===== config.mk =====
export PLATFORM = sky130hd
export DESIGN_NAME = tcm_avalon_flash_controller
export DESIGN_NICKNAME = d
export VERILOG_FILES = /design/src/rtl/tcm_avalon_flash_controller.sv
export SDC_FILE = /design/constraint.sdc
export NUM_CORES = 1
export LEC_CHECK = 0
export ABC_AREA = 0
export BUFFER_PORTS_ARGS = -buffer_cell sky130_fd_sc_hd__buf_2
export CELL_PAD_IN_SITES_DETAIL_PLACEMENT = 0
export CELL_PAD_IN_SITES_GLOBAL_PLACEMENT = 1
export CORE_UTILIZATION = 35
export DETAILED_ROUTE_END_ITERATION = 8
export GPL_TIMING_DRIVEN = 0
export PLACE_DENSITY_LB_ADDON = 0.1
export SKIP_CTS_REPAIR_TIMING = 1
export SLEW_MARGIN = 20
export SYNTH_ARGS = -nofsm -noshare
export SYNTH_HDL_FRONTEND = slang
export SYNTH_SLANG_ARGS = --single-unit

===== constraint.sdc =====
create_clock -name clk -period 3.7 [get_ports clk]
set_clock_uncertainty 0.1 [all_clocks]
set_input_delay 0 -clock clk [delete_from_list [all_inputs] [get_ports clk]]
set_output_delay 0 -clock clk [all_outputs]
set_load 0.01 [all_outputs]

===== src/rtl/tcm_avalon_flash_controller.sv =====
// Avalon-MM slave to tristate-conduit master for an 8-bit asynchronous flash/SRAM.
// Optional bus turnaround after reads is enabled by defining TCM_TURNAROUND_EN.
module tcm_avalon_flash_controller #(
    parameter int ADDR_W     = 23,
    parameter int DATA_W     = 8,
    parameter int SETUP_CYC  = 2,
    parameter int READ_WAIT  = 8,
    parameter int WRITE_WAIT = 8,
    parameter int HOLD_CYC   = 2,
    parameter int TURN_CYC   = 2
) (
    input  logic              clk,
    input  logic              reset_n,
    input  logic [ADDR_W-1:0] avs_address,
    input  logic              avs_read,
    input  logic              avs_write,
    input  logic [DATA_W-1:0] avs_writedata,
    output logic [DATA_W-1:0] avs_readdata,
    output logic              avs_waitrequest,
    output logic [ADDR_W-1:0] tcm_address_out,
    output logic              tcm_read_n_out,
    output logic              tcm_write_n_out,
    output logic              tcm_chipselect_n_out,
    output logic [DATA_W-1:0] tcm_data_out,
    output logic              tcm_data_outen,
    input  logic [DATA_W-1:0] tcm_data_in
);

    localparam int MAX_A = (SETUP_CYC > READ_WAIT) ? SETUP_CYC : READ_WAIT;
    localparam int MAX_B = (WRITE_WAIT > HOLD_CYC) ? WRITE_WAIT : HOLD_CYC;
    localparam int MAX_C = (MAX_A > MAX_B) ? MAX_A : MAX_B;
    localparam int MAX_ALL = (MAX_C > TURN_CYC) ? MAX_C : TURN_CYC;
    localparam int CNT_W = $clog2(MAX_ALL + 1);

    // Counters hold "cycles remaining minus one", so zero means last cycle of the state.
    localparam logic [CNT_W-1:0] SETUP_LD = CNT_W'((SETUP_CYC > 0) ? SETUP_CYC - 1 : 0);
    localparam logic [CNT_W-1:0] RW_LD    = CNT_W'(READ_WAIT - 1);
    localparam logic [CNT_W-1:0] WW_LD    = CNT_W'(WRITE_WAIT - 1);
    localparam logic [CNT_W-1:0] HOLD_LD  = CNT_W'((HOLD_CYC > 0) ? HOLD_CYC - 1 : 0);
`ifdef TCM_TURNAROUND_EN
    localparam logic [CNT_W-1:0] TURN_LD  = CNT_W'((TURN_CYC > 0) ? TURN_CYC - 1 : 0);
`endif

    typedef enum logic [2:0] {
        S_IDLE, S_SETUP, S_WAIT, S_HOLD, S_DONE, S_TURN
    } state_t;

    state_t            r_state;
    logic [CNT_W-1:0]  r_cnt;
    logic              r_is_write;
    logic [DATA_W-1:0] r_readdata;
    logic              r_waitreq;
    logic [ADDR_W-1:0] r_addr;
    logic              r_read_n;
    logic              r_write_n;
    logic              r_cs_n;
    logic [DATA_W-1:0] r_dout;
    logic              r_outen;

    always_ff @(posedge clk or negedge reset_n) begin
        if (!reset_n) begin
            r_state    <= S_IDLE;
            r_cnt      <= '0;
            r_is_write <= 1'b0;
            r_readdata <= '0;
            r_waitreq  <= 1'b1;
            r_addr     <= '0;
            r_read_n   <= 1'b1;
            r_write_n  <= 1'b1;
            r_cs_n     <= 1'b1;
            r_dout     <= '0;
            r_outen    <= 1'b0;
        end else begin
            case (r_state)
                S_IDLE: begin
                    if (avs_read || avs_write) begin
                        // Write wins when both requests are asserted.
                        r_is_write <= avs_write;
                        r_addr     <= avs_address;
                        r_dout     <= avs_writedata;
                        r_cs_n     <= 1'b0;
                        r_outen    <= avs_write;
                        if (SETUP_CYC > 0) begin
                            r_state <= S_SETUP;
                            r_cnt   <= SETUP_LD;
                        end else begin
                            r_state   <= S_WAIT;
                            r_cnt     <= avs_write ? WW_LD : RW_LD;
                            r_read_n  <= avs_write;
                            r_write_n <= ~avs_write;
                        end
                    end
                end
                S_SETUP: begin
                    if (r_cnt == '0) begin
                        r_state   <= S_WAIT;
                        r_cnt     <= r_is_write ? WW_LD : RW_LD;
                        r_read_n  <= r_is_write;
                        r_write_n <= ~r_is_write;
                    end else begin
                        r_cnt <= r_cnt - 1'b1;
                    end
                end
                S_WAIT: begin
                    if (r_cnt == '0) begin
                        if (!r_is_write) r_readdata <= tcm_data_in;
                        r_read_n  <= 1'b1;
                        r_write_n <= 1'b1;
                        if (HOLD_CYC > 0) begin
                            r_state <= S_HOLD;
                            r_cnt   <= HOLD_LD;
                        end else begin
                            r_state   <= S_DONE;
                            r_cs_n    <= 1'b1;
                            r_outen   <= 1'b0;
                            r_waitreq <= 1'b0;
                        end
                    end else begin
                        r_cnt <= r_cnt - 1'b1;
                    end
                end
                S_HOLD: begin
                    if (r_cnt == '0) begin
                        r_state   <= S_DONE;
                        r_cs_n    <= 1'b1;
                        r_outen   <= 1'b0;
                        r_waitreq <= 1'b0;
                    end else begin
                        r_cnt <= r_cnt - 1'b1;
                    end
                end
                S_DONE: begin
                    r_waitreq <= 1'b1;
`ifdef TCM_TURNAROUND_EN
                    if (!r_is_write && TURN_CYC > 0) begin
                        r_state <= S_TURN;
                        r_cnt   <= TURN_LD;
                    end else begin
                        r_state <= S_IDLE;
                    end
`else
                    r_state <= S_IDLE;
`endif
                end
`ifdef TCM_TURNAROUND_EN
                S_TURN: begin
                    if (r_cnt == '0) r_state <= S_IDLE;
                    else             r_cnt   <= r_cnt - 1'b1;
                end
`endif
                default: r_state <= S_IDLE;
            endcase
        end
    end

    assign avs_readdata         = r_readdata;
    assign avs_waitrequest      = r_waitreq;
    assign tcm_address_out      = r_addr;
    assign tcm_read_n_out       = r_read_n;
    assign tcm_write_n_out      = r_write_n;
    assign tcm_chipselect_n_out = r_cs_n;
    assign tcm_data_out         = r_dout;
    assign tcm_data_outen       = r_outen;

endmodule

# [Word level (Yosys, flattened, before mapping)]
# Index checks and enable logic that the tools add are counted.
[word_totals] regBits=52 input_bits=43 wordCells=57
[classes] eq_ne=9 n_reduce_logical=14 mux=21 add_sub_neg=1 n_bitwise=1
[op_table] op="two-way mux 4 bit" count=4
[op_table] op="case mux 4 bit (4 select lines)" count=1
[op_table] op="two-way mux 3 bit" count=4
[op_table] op="case mux 3 bit (4 select lines)" count=1
[op_table] op="AND reduction 3 bit" count=4
[op_table] op="inequality test 2 bit, second input constant" count=5
[op_table] op="case mux 1 bit (2 select lines)" count=5
[op_table] op="== test 3 x 2 -> 1 bit, second input constant" count=2
[op_table] op="two-way mux 1 bit" count=6
[op_table] op="nonzero test 2 bit" count=3
[op_table] op="logical NOT 4 bit" count=1
[op_table] op="AND reduction 2 bit" count=2
[op_table] op="AND reduction 4 bit" count=1
[op_table] op="nonzero test 4 bit" count=1
[op_table] op="subtractor 4 x 1 -> 4 bit, second input constant" count=1
[op_table] op="== test 3 x 1 -> 1 bit, second input constant" count=1
[op_table] op="== test 3 bit, second input constant" count=1
[op_table] op="logical NOT 3 bit" count=1
[op_table] op="logical OR 1 bit" count=1
[op_table] op="NOT 1 bit" count=1

# [Logic depth before layout (Yosys ltp)]
[depth] ltp_word=3 ltp_mapped=7 mapped_depth_nobuf=7

# [Worst setup path before layout]
# No wires, ideal clock.
[synth_timing] kind="register -> register" start="register r_cnt[0]" end="register r_readdata[0] (netlist: avs_readdata[0])" n_path_buf=1 setup_ns=0.125 synth_period_minus_slack_ns=2.087 path_slack_ns=1.613 arrival_time_ns=1.862 stages_incl_launch_ff=7 required_time_ns=3.475 cell_sequence="dfrtp_1 > inv_1 > ha_1 > nor4b_4 > or4b_1 > buf_4 > mux2_4"
[synth_via] elab_chain_len=2
[synth_lines] element="start: declaration" line="49" source="logic [CNT_W-1:0] r_cnt;"
[synth_lines] element="start signal: assignment" line="88" source="r_cnt <= avs_write ? WW_LD : RW_LD;"
[synth_lines] element="start signal: assignment" line="97" source="r_cnt <= r_is_write ? WW_LD : RW_LD;"
[synth_lines] element="start signal: assignment" line="101" source="r_cnt <= r_cnt - 1'b1;"
[synth_lines] element="logical NOT 4 bit" line="105" source="if (r_cnt == '0) begin"
[synth_lines] element="AND reduction 3 bit (no line)"
[synth_lines] element="end signal: assignment" line="106" source="if (!r_is_write) r_readdata <= tcm_data_in;"
[synth_lines] element="end: declaration" line="51" source="logic [DATA_W-1:0] r_readdata;"
# No other way between the ends.
# A chain may end at the register's enable or synchronous reset.

# [Final worst setup path]
[layout_timing] start="register r_cnt[0]" end="register r_outen (netlist: tcm_data_outen)"
[layout_via] elab_chain_len=3
[layout_lines] element="logical NOT 4 bit" line="105, 123"
[layout_lines] element="inequality test 2 bit (no line)"
[layout_lines] element="AND reduction 3 bit (no line)"
[layout_lines] element="end signal: assignment" line="82" source="r_outen <= avs_write;"
[layout_lines] element="end: declaration" line="58" source="logic r_outen;"
# No other way between the ends.

==> flow_summary.html <==
<table>
<tr><th>Metric</th><th>Value</th></tr>
<tr><th colspan="2">Timing</th></tr>
<tr><td>Portion of the clock cycle consumed by the worst path in the final layout</td><td>0.671</td></tr>
<tr><td>Fmax</td><td>0.403 GHz</td></tr>
<tr><td>Worst Max-Slew Pin Slew</td><td>642 ps</td></tr>
<tr><td>Final setup violating endpoints</td><td>0</td></tr>
<tr><td>Relative slew margins</td><td>0.572</td></tr>
<tr><td>Final period demand of the worst path</td><td>2480 ps</td></tr>
<tr><td>Unrepaired setup endpoints after global routing</td><td>false</td></tr>
<tr><td>Final-report hold violation count</td><td>0</td></tr>
<tr><td>Worst hold margin</td><td>163 ps</td></tr>
<tr><td>Final max-slew violation count</td><td>0</td></tr>
<tr><td>Aggregate negative setup slack</td><td>0 ps</td></tr>
<tr><th colspan="2">Floorplanning</th></tr>
<tr><td>Number of I/O pins</td><td>87</td></tr>
<tr><td>Initial cell density of the core</td><td>0.363</td></tr>
<tr><td>X dimension of the die</td><td>80.6 µm</td></tr>
<tr><td>Die Span Y</td><td>80.6 µm</td></tr>
<tr><td>Cell row count</td><td>28</td></tr>
<tr><td>Core region area</td><td>5960 µm²</td></tr>
<tr><td>Die outline area</td><td>6500 µm²</td></tr>
<tr><th colspan="2">Clocking</th></tr>
<tr><td>Clock-pin slew on the worst setup and hold paths</td><td>100 ps</td></tr>
<tr><td>Level count of the clock H-tree</td><td>2</td></tr>
<tr><td>Clock tree sinks</td><td>52</td></tr>
<tr><td>Largest buffer count on any clock path</td><td>2</td></tr>
<tr><td>TritonCTS buffer count</td><td>5</td></tr>
<tr><td>TritonCTS clock tree</td><td>done</td></tr>
<tr><td>Clock latency reported for the late side of the worst-skew pair</td><td>300 ps</td></tr>
<tr><td>CTS root buffer</td><td>sky130_fd_sc_hd__clkbuf_8</td></tr>
<tr><th colspan="2">Yosys</th></tr>
<tr><td>Post-synth net total</td><td>197</td></tr>
<tr><td>Post-Synthesis Mean Instance Area</td><td>14.1 µm²</td></tr>
<tr><td>Flip-flop and latch count after synthesis</td><td>52</td></tr>
<tr><td>Unique cell type count in the Yosys netlist</td><td>32</td></tr>
<tr><td>Total standard cell area after synthesis</td><td>2160 µm²</td></tr>
<tr><td>Cell count after synthesis</td><td>153</td></tr>
<tr><td>Warning count from the yosys run</td><td>0</td></tr>
<tr><td>Number of synthesized flops with an enable pin</td><td>0</td></tr>
<tr><td>Share of synthesized area occupied by flip-flops and latches</td><td>0.603</td></tr>
<tr><td>Ys async rst share</td><td>1.00</td></tr>
<tr><td>Main flop type after synthesis</td><td>sky130_fd_sc_hd__dfrtp_1</td></tr>
<tr><th colspan="2">Detailed routing</th></tr>
<tr><td>Average vias per placed instance</td><td>4.62</td></tr>
<tr><td>Initial drt markers</td><td>57</td></tr>
<tr><td>Via Count</td><td>1688</td></tr>
<tr><td>Average detailed-routed wire length per instance</td><td>13.0 µm</td></tr>
<tr><td>Post-detailed-routing wire length</td><td>4730 µm</td></tr>
<tr><td>Final ANT Viol Nets</td><td>0</td></tr>
<tr><td>Pre-Repair DR Iteration Count</td><td>4</td></tr>
<tr><td>DRC errors left</td><td>0</td></tr>
<tr><th colspan="2">Worst setup path</th></tr>
<tr><td>Top fanout value on the critical path</td><td>6</td></tr>
<tr><td>CP startpoint</td><td>r_cnt[0]</td></tr>
<tr><td>Critical Path Slowest Stage Cell</td><td>sky130_fd_sc_hd__dlygate4sd3_1</td></tr>
<tr><td>Data arrival time of the critical path</td><td>2570 ps</td></tr>
<tr><td>Slowest Stage Delay on Critical Path</td><td>550 ps</td></tr>
<tr><td>Destination of the critical timing path</td><td>tcm_data_outen</td></tr>
<tr><td>CP required</td><td>3780 ps</td></tr>
<tr><td>Destination of the worst register-to-register timing path</td><td>tcm_data_outen</td></tr>
<tr><td>Startpoint-to-endpoint class of the critical path</td><td>flip-flop to flip-flop</td></tr>
<tr><td>Sequence of cells on the critical path</td><td>inv_1 &gt; ha_1 &gt; nor4b_4 &gt; nand3_1 &gt; a32o_1 &gt; dlygate4sd3_1</td></tr>
<tr><td>Minimum setup slack among reg-to-reg paths</td><td>1220 ps</td></tr>
<tr><td>Crit start category</td><td>flip-flop</td></tr>
<tr><td>Category of the worst setup path capture point</td><td>flip-flop</td></tr>
<tr><td>Cell depth of the worst flop-to-flop path</td><td>6</td></tr>
<tr><td>Critical register-to-register path startpoint</td><td>r_cnt[0]</td></tr>
<tr><th colspan="2">Placement</th></tr>
<tr><td>HPWL reported at the end of detailed placement</td><td>3060 µm</td></tr>
<tr><td>Cells after DPL</td><td>314</td></tr>
<tr><td>Routability Congestion</td><td>0.734</td></tr>
<tr><td>Buffers added on ports</td><td>86</td></tr>
<tr><th colspan="2">Pwr</th></tr>
<tr><td>Cell leakage power</td><td>1.56 nW</td></tr>
<tr><td>Max IR drop VDD</td><td>310 µV</td></tr>
<tr><td>Ratio of total power to cell area</td><td>779 nW/µm²</td></tr>
<tr><th colspan="2">Final layout</th></tr>
<tr><td>Area growth syn-to-layout</td><td>50.1%</td></tr>
<tr><td>Total Nets Final</td><td>333</td></tr>
<tr><td>Count of fill cells added during filler insertion</td><td>533</td></tr>
<tr><td>Antenna diode count</td><td>0</td></tr>
<tr><td>Number of standard cells in the final layout excluding fillers</td><td>365</td></tr>
<tr><td>Layout cell share with drive strength beyond 1</td><td>0.493</td></tr>
<tr><th colspan="2">Global route</th></tr>
<tr><td>Initial antenna violation count</td><td>0</td></tr>
<tr><td>Total congestion overflow after global routing</td><td>0</td></tr>
<tr><td>Global-route wire length before repair</td><td>6760 µm</td></tr>
<tr><td>Number of global-route vias before repair</td><td>1410</td></tr>
<tr><td>GR Util All Layers</td><td>0.139</td></tr>
<tr><td>Pin count of the biggest net entering global routing</td><td>53</td></tr>
<tr><th colspan="2">Status</th></tr>
<tr><td>Outcome</td><td>complete, no violations</td></tr>
<tr><th colspan="2">Run</th></tr>
<tr><td>Max-cap check violation count</td><td>0</td></tr>
<tr><th colspan="2">Min path</th></tr>
<tr><td>Type of the worst min-delay path</td><td>input port to asynchronous set/reset pin</td></tr>
</table>
[metrics by stage]
| step | setup WS, ps | utilization | power, mW | instance area [µm²] |
|---|---|---|---|---|
| finish | 1220 | 0.545 | 2.53 | 3250 |
| floorplan | 1610 | - | 1.70 | 2160 |
| detailed placement | 1410 | 0.452 | 2.08 | 2690 |
| global placement | 1390 | 0.451 | 2.07 | 2690 |
| global route | 1030 | 0.545 | 2.73 | 3250 |
| CTS | 1380 | 0.473 | 2.51 | 2820 |
[cells in the mapped netlist, types with 2 or more instances]
master | count | area, µm²
sky130_fd_sc_hd__dfstp_2 | 4 | 105
sky130_fd_sc_hd__a22o_1 | 3 | 26.3
sky130_fd_sc_hd__clkbuf_1 | 2 | 7.51
sky130_fd_sc_hd__a32o_1 | 2 | 20.0
sky130_fd_sc_hd__nand3_1 | 2 | 10.0
sky130_fd_sc_hd__o21ai_0 | 3 | 15.0
sky130_fd_sc_hd__inv_1 | 3 | 11.3
sky130_fd_sc_hd__mux2_4 | 8 | 120
sky130_fd_sc_hd__dfrtp_1 | 48 | 1200
sky130_fd_sc_hd__mux2_1 | 4 | 45.0
sky130_fd_sc_hd__mux2_2 | 28 | 315
sky130_fd_sc_hd__a21oi_1 | 7 | 35.0
sky130_fd_sc_hd__buf_2 | 3 | 15.0
sky130_fd_sc_hd__nand2_1 | 4 | 15.0
sky130_fd_sc_hd__nor3b_1 | 2 | 15.0
sky130_fd_sc_hd__nor2_1 | 10 | 37.5
sky130_fd_sc_hd__nor3_1 | 5 | 25.0
[power by group]
group	total, mW	switching, mW	internal, mW
combinational	1.09	0.496	0.596
sequential	1.02	0.153	0.864
clock	0.421	0.182	0.239
[worst min-delay path by stage]
stage | end | slack (ps) | cells past startpoint
after global routing | avs_readdata[1] | 220 | 2
after CTS | avs_readdata[1] | -360 | 1
after floorplan | avs_readdata[0] | -400 | 0
after detailed placement | avs_readdata[1] | -20 | 1
final | avs_readdata[1] | 160 | 2
after global placement | tcm_address_out[13] | 120 | 2
[per-layer routing]
metal / up-vias / share of wire / track usage / wire length [µm]
li1: 819 / - / - / -
met1: 815 / 0.45 / 0.183 / 2130
met2: 49 / 0.49 / 0.216 / 2290
met3: 5 / 0.056 / 0.0420 / 265
met4: 0 / 0.0089 / 0.0464 / 42
met5: - / 0 / 0 / 0
[flip-flops by register name, indices dropped and copies added, names as in the netlist]
name	count
avs_readdata	8
avs_waitrequest	1
r_cnt	4
r_is_write	1
r_state	3
tcm_address_out	23
tcm_chipselect_n_out	1
tcm_data_out	8
tcm_data_outen	1
tcm_read_n_out	1
tcm_write_n_out	1
[worst max-delay path: cells and delay by family (launching register included)]
| kind | cells | cell delay [ps] |
|---|---|---|
| buf+inv | 2 | 650 |
| compound gates | 1 | 330 |
| flops | 1 | 420 |
| simple gates | 2 | 630 |
| fa+ha+maj | 1 | 240 |
[logic make-up (layout without fill, tap and decap cells)]
group / Yosys count / in the layout / synth area share
AOI/OAI and AO/OA: 19 / 19 / 0.0613
DFF: 52 / 52 / 0.603
xor gates and xnor gates: 1 / 1 / 0.00405
buffers and inverters: 11 / 148 / 0.0260
adders and majority gates: 1 / 1 / 0.00578
and+or+nand+nor: 29 / 29 / 0.0775
muxes: 40 / 40 / 0.222
[area by class of cell]
type,instances,area (µm²),area share
flip-flops and latches,52,1310,0.402
repair buffers,129,863,0.266
well taps,75,93.8,0.0289
clock inverters,1,30.0,0.00924
clock buffers,7,96.3,0.0297
plain buffers,7,41.3,0.0127
inverters,4,15.0,0.00462
multi-input cells,90,802,0.247
[layout by cell type, fill, tap and decap left out, drive strengths merged, types with 3 or more instances in the layout]
master and count:
nand2 4, buf 91, o21ai 3, nor3 5
mux2 40, dlygate4sd3 43, nor2 10, a22o 3
a21oi 7, dfstp 4, clkbuf 9, inv 4
dfrtp 48
(Power assumes the default switching activity.)
